--- src/rtl/disp_pkg.sv ---
// -----------------------------------------------------------------------------
// disp_pkg
// Shared encodings and helpers for the seven-segment page scheduler.
//   page_e      : which page the display shows (TIME, DATE, YEAR)
//   mode_e      : scheduler mode (AUTO rotation, MANUAL stepping, EDIT lock)
//   next_page   : rotation order TIME -> DATE -> YEAR -> TIME
//   decode_page : maps the setter's 2-bit page select onto page_e (3 -> TIME)
// -----------------------------------------------------------------------------
package disp_pkg;

    typedef enum logic [1:0] {
        PAGE_TIME = 2'd0,
        PAGE_DATE = 2'd1,
        PAGE_YEAR = 2'd2
    } page_e;

    typedef enum logic [1:0] {
        MODE_AUTO   = 2'd0,
        MODE_MANUAL = 2'd1,
        MODE_EDIT   = 2'd2
    } mode_e;

    function automatic page_e next_page(input page_e cur);
        page_e nxt;
        case (cur)
            PAGE_TIME: nxt = PAGE_DATE;
            PAGE_DATE: nxt = PAGE_YEAR;
            default:   nxt = PAGE_TIME;
        endcase
        return nxt;
    endfunction

    function automatic page_e decode_page(input logic [1:0] sel);
        page_e p;
        case (sel)
            2'd1:    p = PAGE_DATE;
            2'd2:    p = PAGE_YEAR;
            default: p = PAGE_TIME;
        endcase
        return p;
    endfunction

endpackage

--- src/rtl/dwell_timer.sv ---
// -----------------------------------------------------------------------------
// dwell_timer
// Seconds counter for page dwell / manual hold timing.
//   clk_100MHz : system clock
//   reset_n    : asynchronous active-low reset
//   clear      : synchronous clear, overrides tick
//   tick       : one-cycle 1 Hz strobe, increments the count
//   limit      : runtime terminal count in seconds (>= 1)
//   expire     : one-cycle pulse on the tick that completes `limit` seconds;
//                the counter wraps to 0 on that same edge
// -----------------------------------------------------------------------------
module dwell_timer #(
    parameter int unsigned CntW = 4
) (
    input  logic            clk_100MHz,
    input  logic            reset_n,
    input  logic            clear,
    input  logic            tick,
    input  logic [CntW-1:0] limit,
    output logic            expire
);

    logic [CntW-1:0] cnt_q, cnt_d;

    always_comb begin
        // >= rather than == so a limit that shrinks under a running count
        // still terminates instead of wrapping the full counter range.
        expire = tick && !clear && (cnt_q >= (limit - CntW'(1)));
        cnt_d  = cnt_q;
        if (clear || expire) begin
            cnt_d = '0;
        end else if (tick) begin
            cnt_d = cnt_q + CntW'(1);
        end
    end

    always_ff @(posedge clk_100MHz or negedge reset_n) begin
        if (!reset_n) begin
            cnt_q <= '0;
        end else begin
            cnt_q <= cnt_d;
        end
    end

endmodule

--- src/rtl/disp_page_scheduler.sv ---
// -----------------------------------------------------------------------------
// disp_page_scheduler
// Chooses the page shown on the four-digit seven-segment display and drives
// registered BCD digits plus a per-digit blank mask to the mux driver.
//
// Parameters:
//   DWELL_S : seconds per page in AUTO rotation (>= 1)
//   HOLD_S  : seconds without a button press before MANUAL falls back to AUTO
//
// Ports:
//   clk_100MHz, reset_n          : clock, asynchronous active-low reset
//   tick_1hz, btn_next           : one-cycle strobes (1 Hz tick, next-page button)
//   edit_active, edit_page,
//   edit_field                   : setter status; locks the page and blinks a pair
//   hour/min/day/month/year_bcd  : BCD sources, passed through unchecked
//   dig3..dig0, blank            : registered digits (dig3 leftmost), dark mask
//   page, mode                   : current page and mode encodings
//
// Build option:
//   DISP_LEADING_ZERO_BLANK_EN : when defined, a zero dig3 is darkened on the
//                                TIME and DATE pages.
// -----------------------------------------------------------------------------
module disp_page_scheduler #(
    parameter int unsigned DWELL_S = 5,
    parameter int unsigned HOLD_S  = 10
) (
    input  logic        clk_100MHz,
    input  logic        reset_n,
    input  logic        tick_1hz,
    input  logic        btn_next,
    input  logic        edit_active,
    input  logic [1:0]  edit_page,
    input  logic        edit_field,
    input  logic [7:0]  hour_bcd,
    input  logic [7:0]  min_bcd,
    input  logic [7:0]  day_bcd,
    input  logic [7:0]  month_bcd,
    input  logic [15:0] year_bcd,
    output logic [3:0]  dig3,
    output logic [3:0]  dig2,
    output logic [3:0]  dig1,
    output logic [3:0]  dig0,
    output logic [3:0]  blank,
    output logic [1:0]  page,
    output logic [1:0]  mode
);

    import disp_pkg::*;

    localparam int unsigned MaxS = (DWELL_S > HOLD_S) ? DWELL_S : HOLD_S;
    localparam int unsigned CntW = $clog2(MaxS + 1);

    mode_e       mode_q, mode_d;
    page_e       page_q, page_d;
    logic        blink_q, blink_d;
    logic [15:0] dig_q, dig_d;
    logic [3:0]  blank_q, blank_d;

    logic            timer_clear;
    logic            timer_expire;
    logic [CntW-1:0] timer_limit;

    assign timer_limit = (mode_q == MODE_MANUAL) ? CntW'(HOLD_S) : CntW'(DWELL_S);

    dwell_timer #(
        .CntW (CntW)
    ) u_dwell_timer (
        .clk_100MHz (clk_100MHz),
        .reset_n    (reset_n),
        .clear      (timer_clear),
        .tick       (tick_1hz),
        .limit      (timer_limit),
        .expire     (timer_expire)
    );

    // Mode/page next state. Priority: edit lock, edit release, button, timer.
    always_comb begin
        mode_d      = mode_q;
        page_d      = page_q;
        blink_d     = blink_q;
        timer_clear = 1'b0;

        if (edit_active) begin
            mode_d      = MODE_EDIT;
            page_d      = decode_page(edit_page);
            timer_clear = 1'b1;
            if (tick_1hz) begin
                blink_d = ~blink_q;
            end
        end else if (mode_q == MODE_EDIT) begin
            // Setter just released: stay on the edited page for a while.
            mode_d      = MODE_MANUAL;
            blink_d     = 1'b0;
            timer_clear = 1'b1;
        end else if (btn_next) begin
            // Button beats a coincident tick; clearing the timer drops the tick.
            mode_d      = MODE_MANUAL;
            page_d      = next_page(page_q);
            timer_clear = 1'b1;
        end else if (timer_expire) begin
            if (mode_q == MODE_MANUAL) begin
                mode_d = MODE_AUTO;
                page_d = PAGE_TIME;
            end else begin
                page_d = next_page(page_q);
            end
        end
    end

    // Output mux works off next state so a page change lands on the digits
    // in the same cycle that page itself updates.
    always_comb begin
        unique case (page_d)
            PAGE_DATE: dig_d = {day_bcd, month_bcd};
            PAGE_YEAR: dig_d = year_bcd;
            default:   dig_d = {hour_bcd, min_bcd};
        endcase

        blank_d = 4'b0000;
`ifdef DISP_LEADING_ZERO_BLANK_EN
        if ((page_d != PAGE_YEAR) && (dig_d[15:12] == 4'd0)) begin
            blank_d[3] = 1'b1;
        end
`endif
        if ((mode_d == MODE_EDIT) && blink_d) begin
            blank_d = blank_d | (edit_field ? 4'b0011 : 4'b1100);
        end
    end

    always_ff @(posedge clk_100MHz or negedge reset_n) begin
        if (!reset_n) begin
            mode_q  <= MODE_AUTO;
            page_q  <= PAGE_TIME;
            blink_q <= 1'b0;
            dig_q   <= 16'h0000;
            blank_q <= 4'b0000;
        end else begin
            mode_q  <= mode_d;
            page_q  <= page_d;
            blink_q <= blink_d;
            dig_q   <= dig_d;
            blank_q <= blank_d;
        end
    end

    assign dig3  = dig_q[15:12];
    assign dig2  = dig_q[11:8];
    assign dig1  = dig_q[7:4];
    assign dig0  = dig_q[3:0];
    assign blank = blank_q;
    assign page  = page_q;
    assign mode  = mode_q;

endmodule
--- config.mk ---
export PLATFORM = sky130hd
export DESIGN_NAME = disp_page_scheduler
export DESIGN_NICKNAME = d
export VERILOG_FILES = /design/src/rtl/disp_pkg.sv /design/src/rtl/dwell_timer.sv /design/src/rtl/disp_page_scheduler.sv
export SDC_FILE = /design/constraint.sdc
export NUM_CORES = 1
export LEC_CHECK = 0
export BUFFER_PORTS_ARGS = -buffer_cell sky130_fd_sc_hd__buf_2
export CAP_MARGIN = 15
export CORE_MARGIN = 5
export CORE_UTILIZATION = 30
export CTS_BUF_LIST = sky130_fd_sc_hd__clkbuf_16
export CTS_CLUSTER_SIZE = 12
export DETAILED_ROUTE_END_ITERATION = 6
export GPL_TIMING_DRIVEN = 0
export PLACE_DENSITY_LB_ADDON = 0.1
export SLEW_MARGIN = 20
export SYNTH_ARGS = -nofsm -noshare
export SYNTH_HDL_FRONTEND = slang
export SYNTH_SLANG_ARGS = --single-unit
--- constraint.sdc ---
create_clock -name clk_100MHz -period 4.2 [get_ports clk_100MHz]
set_input_delay 0.21 -clock clk_100MHz [delete_from_list [all_inputs] [get_ports clk_100MHz]]
set_output_delay 0.21 -clock clk_100MHz [all_outputs]
set_load 0.01 [all_outputs]
==> impl_metrics.yaml <==
synth:
  synthTopCellsByArea: "dfrtp_1 48%, a22oi_1 8.5%, nand2_1 6.1%"
  seq_area_frac_synth_pct: 47.6
  yosys_warnings: 0
  avgSynthCellArea_um2: 9.60
  synth_area_leader_cell: "dfrtp_1"
  synth.distinct_cells: 38
  postSynthCellCount: 148
  synth_top_area_share_pct: 47.6
  synth-seq-cells: 27
  syn-num-nets: 209
  syn-cell-area_um2: 1420
setup_path:
  critPathMaxStageDelay_ns: 0.46
  cp.required_ns: 4.38
  worst_setup_path_end_kind: "flop"
  cp_max_fo: 10
  arrival_ns: 3.45
  crit_family: "compound AO/OA/AOI/OAI gates"
  crit_chain: "and2b_4, inv_1, ha_1, o21a_4, o2111ai_4, or4_1, a31oi_1, ha_1, clkbuf_1, clkbuf_1, a22oi_1, o21ai_0"
  critPathBufInv: 3
  startpoint_type: "flop"
  crit_type: "reg2reg"
  critPathSlowestCell: "or4_1"
cts:
  htree_num_levels: 1
  clkTransAtPathRegs_ns: 0.07
  cts_buffers: 3
  worstSkewPairLatency_ns: 0.26
  cts_tree: "yes"
  post-cts-setup-buffer-count: 0
  cts_max_path_buffers: 2
  cts_root_buffer: "clkbuf_16"
  clock_sinks: 27
sta:
  tightest_slew_ns: 0.635
  clock.fmax_mhz: 306
  setup_tns_ns: 0
  min_period_ns: 3.27
  finalSetupViolCount: 0
  rsz0062_at_grt: "false"
  fin_skew_ns: 0.00248
  setup_ws_ns: 0.932
  relSlewSlack_pct: 57.7
  finalHoldViolations: 0
  finalCritPeriodShare_pct: 77.8
  maxSlewViolCount: 0
  hold_slack_ns: 0.0995
pwr:
  seq_power_share_pct: 42.1
  power.leakage_nw: 0.979
  clkPwrFrac_pct: 29.2
  sw_frac_of_total_pct: 30.9
  power_frac_comb_pct: 28.6
  peakVddDrop_mv: 0.148
  power_switching_uw: 234
  intPower_uw: 522
  power.density_nw_per_um2: 383
route:
  dr.pass1.iters: 4
  wl_mm: 3.86
  drc: 0
  postRouteAntennaNets: 0
  avgRoutedWirePerCell_um: 13.5
  via_count: 1388
  drt_iter0_markers: 64
  vias_per_cell: 4.85
placed_design:
  hpwlAfterDp_mm: 3.03
  portBuffers: 79
  dp_slack_ns: 0.933
  dpl_cell_area_um2: 1880
  routabilityCongestion: 0.763
die:
  start_util_pct: 30.5
  core_um2: 4660
  die_y_um: 78.8
  rows: 25
  ios: 80
  chipWidth_um: 78.8
  dieArea_um2: 6210
grt:
  grt_pass1_vias: 1495
  grt_pass1_wl_mm: 6.53
  grt_remaining_overflow: 0
  antenna_found_initial: 0
  track_usage_pct: 13.3
  grt_start_max_net_pins: 28
cells_and_area:
  fillers: 480
  diodes: 0
  areaGrowthSynthToFinish_pct: 38.9
  final_core_util_pct: 42.3
  layout.nets: 294
  drive_gt1_share_pct: 39.2
  design_area_um2: 1970
worst_hold_path:
  worst_hold_path_type: "in2reg"
run:
  drv_cap: 0
outcome:
  status: "complete, no violations"
-- worst paths after layout --
kind,start,endpoint,slack [ns],cells after the start
worst max-delay path,mode[1]$_DFF_PN0_,dig_q[8]$_DFF_PN0_,0.93,12
worst max register to register,mode[1]$_DFF_PN0_,dig_q[8]$_DFF_PN0_,0.93,12
max in group asynchronous,reset_n,dig_q[8]$_DFF_PN0_,3.29,2
worst min register to register,blink_q$_DFF_PN0_,blink_q$_DFF_PN0_,0.50,2
worst min-delay path,edit_field,blank[2]$_DFF_PN0_,0.1,2
min in group asynchronous,reset_n,u_dwell_timer.cnt_q[3]$_DFFE_PN0P_,0.50,2
-- final cells by class --
cell class | count | area, um^2 | area share (%)
clock inverter | 1 | 5.00 | 0.254
buffer | 10 | 45.0 | 2.28
multi-input combinational | 106 | 681 | 34.5
timing repair buffer | 80 | 405 | 20.5
inverter | 5 | 18.8 | 0.951
tap | 54 | 67.6 | 3.42
clock buffer | 3 | 75.1 | 3.80
sequential | 27 | 676 | 34.2
-- layer usage --
metal	vias to the layer above	part of all wire [%]	GRT usage [%]
met5	-	0	0
li1	701	-	-
met3	4	9.9	5.67
met4	0	1.5	5.07
met1	637	40	14.5
met2	46	49	23.0
-- worst register-to-register path, cell delays in order (launching register included) --
cell and delay, ns:
dfrtp_1 0.44, and2b_4 0.31, inv_1 0.05, ha_1 0.28
o21a_4 0.15, o2111ai_4 0.14, or4_1 0.46, a31oi_1 0.25
ha_1 0.18, clkbuf_1 0.28, clkbuf_1 0.39, a22oi_1 0.12
o21ai_0 0.16
-- registers in the layout (all words and copies together) (netlist names) --
register / cells
blank: 2
u_dwell_timer.cnt_q: 4
mode: 2
blink_q: 1
dig_q: 16
page: 2
-- power groups by stage --
| stage | registers (mW) | logic [mW] | clock network [mW] |
|---|---|---|---|
| global route | 0.325 | 0.244 | 0.241 |
| floorplan | 0.345 | 0.0968 | 0 |
| CTS | 0.319 | 0.223 | 0.229 |
| detailed placement | 0.323 | 0.223 | 0 |
| finish | 0.319 | 0.216 | 0.221 |
| global placement | 0.323 | 0.222 | 0 |
-- Yosys cell counts (all sizes together) --
library cell,number
a2111oi,1
a211oi,2
a21oi,2
a22oi,16
a31o,2
a31oi,1
a32o,1
and2b,1
and3,1
buf,2
clkbuf,8
dfrtp,27
ha,5
inv,5
mux2i,1
nand2,23
nand2b,3
nand3,3
nand3b,2
nand4b,1
nor2,6
nor2b,1
nor3,2
o2111ai,1
o21a,2
o21ai,22
o22ai,1
o31a,1
o31ai,1
or2b,1
or3,1
or4,1
xor2,1
-- timing repair --
action / CTS / global route
hold buffers: 1 / 0
endpoints found under the hold margin: 19 / 0
gates resized for setup: 0 / 0
-- through the flow --
step | instances | total power [mW]
floorplan | 148 | 0.442
global placement | 281 | 0.545
detailed placement | 281 | 0.546
CTS | 286 | 0.772
global route | 286 | 0.811
finish | 286 | 0.756
-- logic make-up (layout without fill, tap and decap cells) --
logic type,Yosys count,after routing,share of synthesized area [%]
flip-flops,27,27,47.6
AO/OA/AOI/OAI,53,53,26.3
multiplexers,1,1,0.705
adder cells (fa/ha/maj),5,5,4.41
buffers and inverters,15,99,4.49
XOR/XNOR,1,1,0.617
AND/OR/NAND/NOR,46,46,15.9
-- cells in the final DEF (no fill, tap or decap), drive strengths merged, types with 2 or more instances in the layout --
cell type  netlist  layout
buf              2      81
dfrtp           27      27
nand2           23      23
o21ai           22      22
a22oi           16      16
clkbuf           8      11
nor2             6       6
inv              5       5
ha               5       5
nand3            3       3
nand2b           3       3
nand3b           2       2
a21oi            2       2
o21a             2       2
nor3             2       2
a31o             2       2
a211oi           2       2
Power figures use the tool's default switching activity.
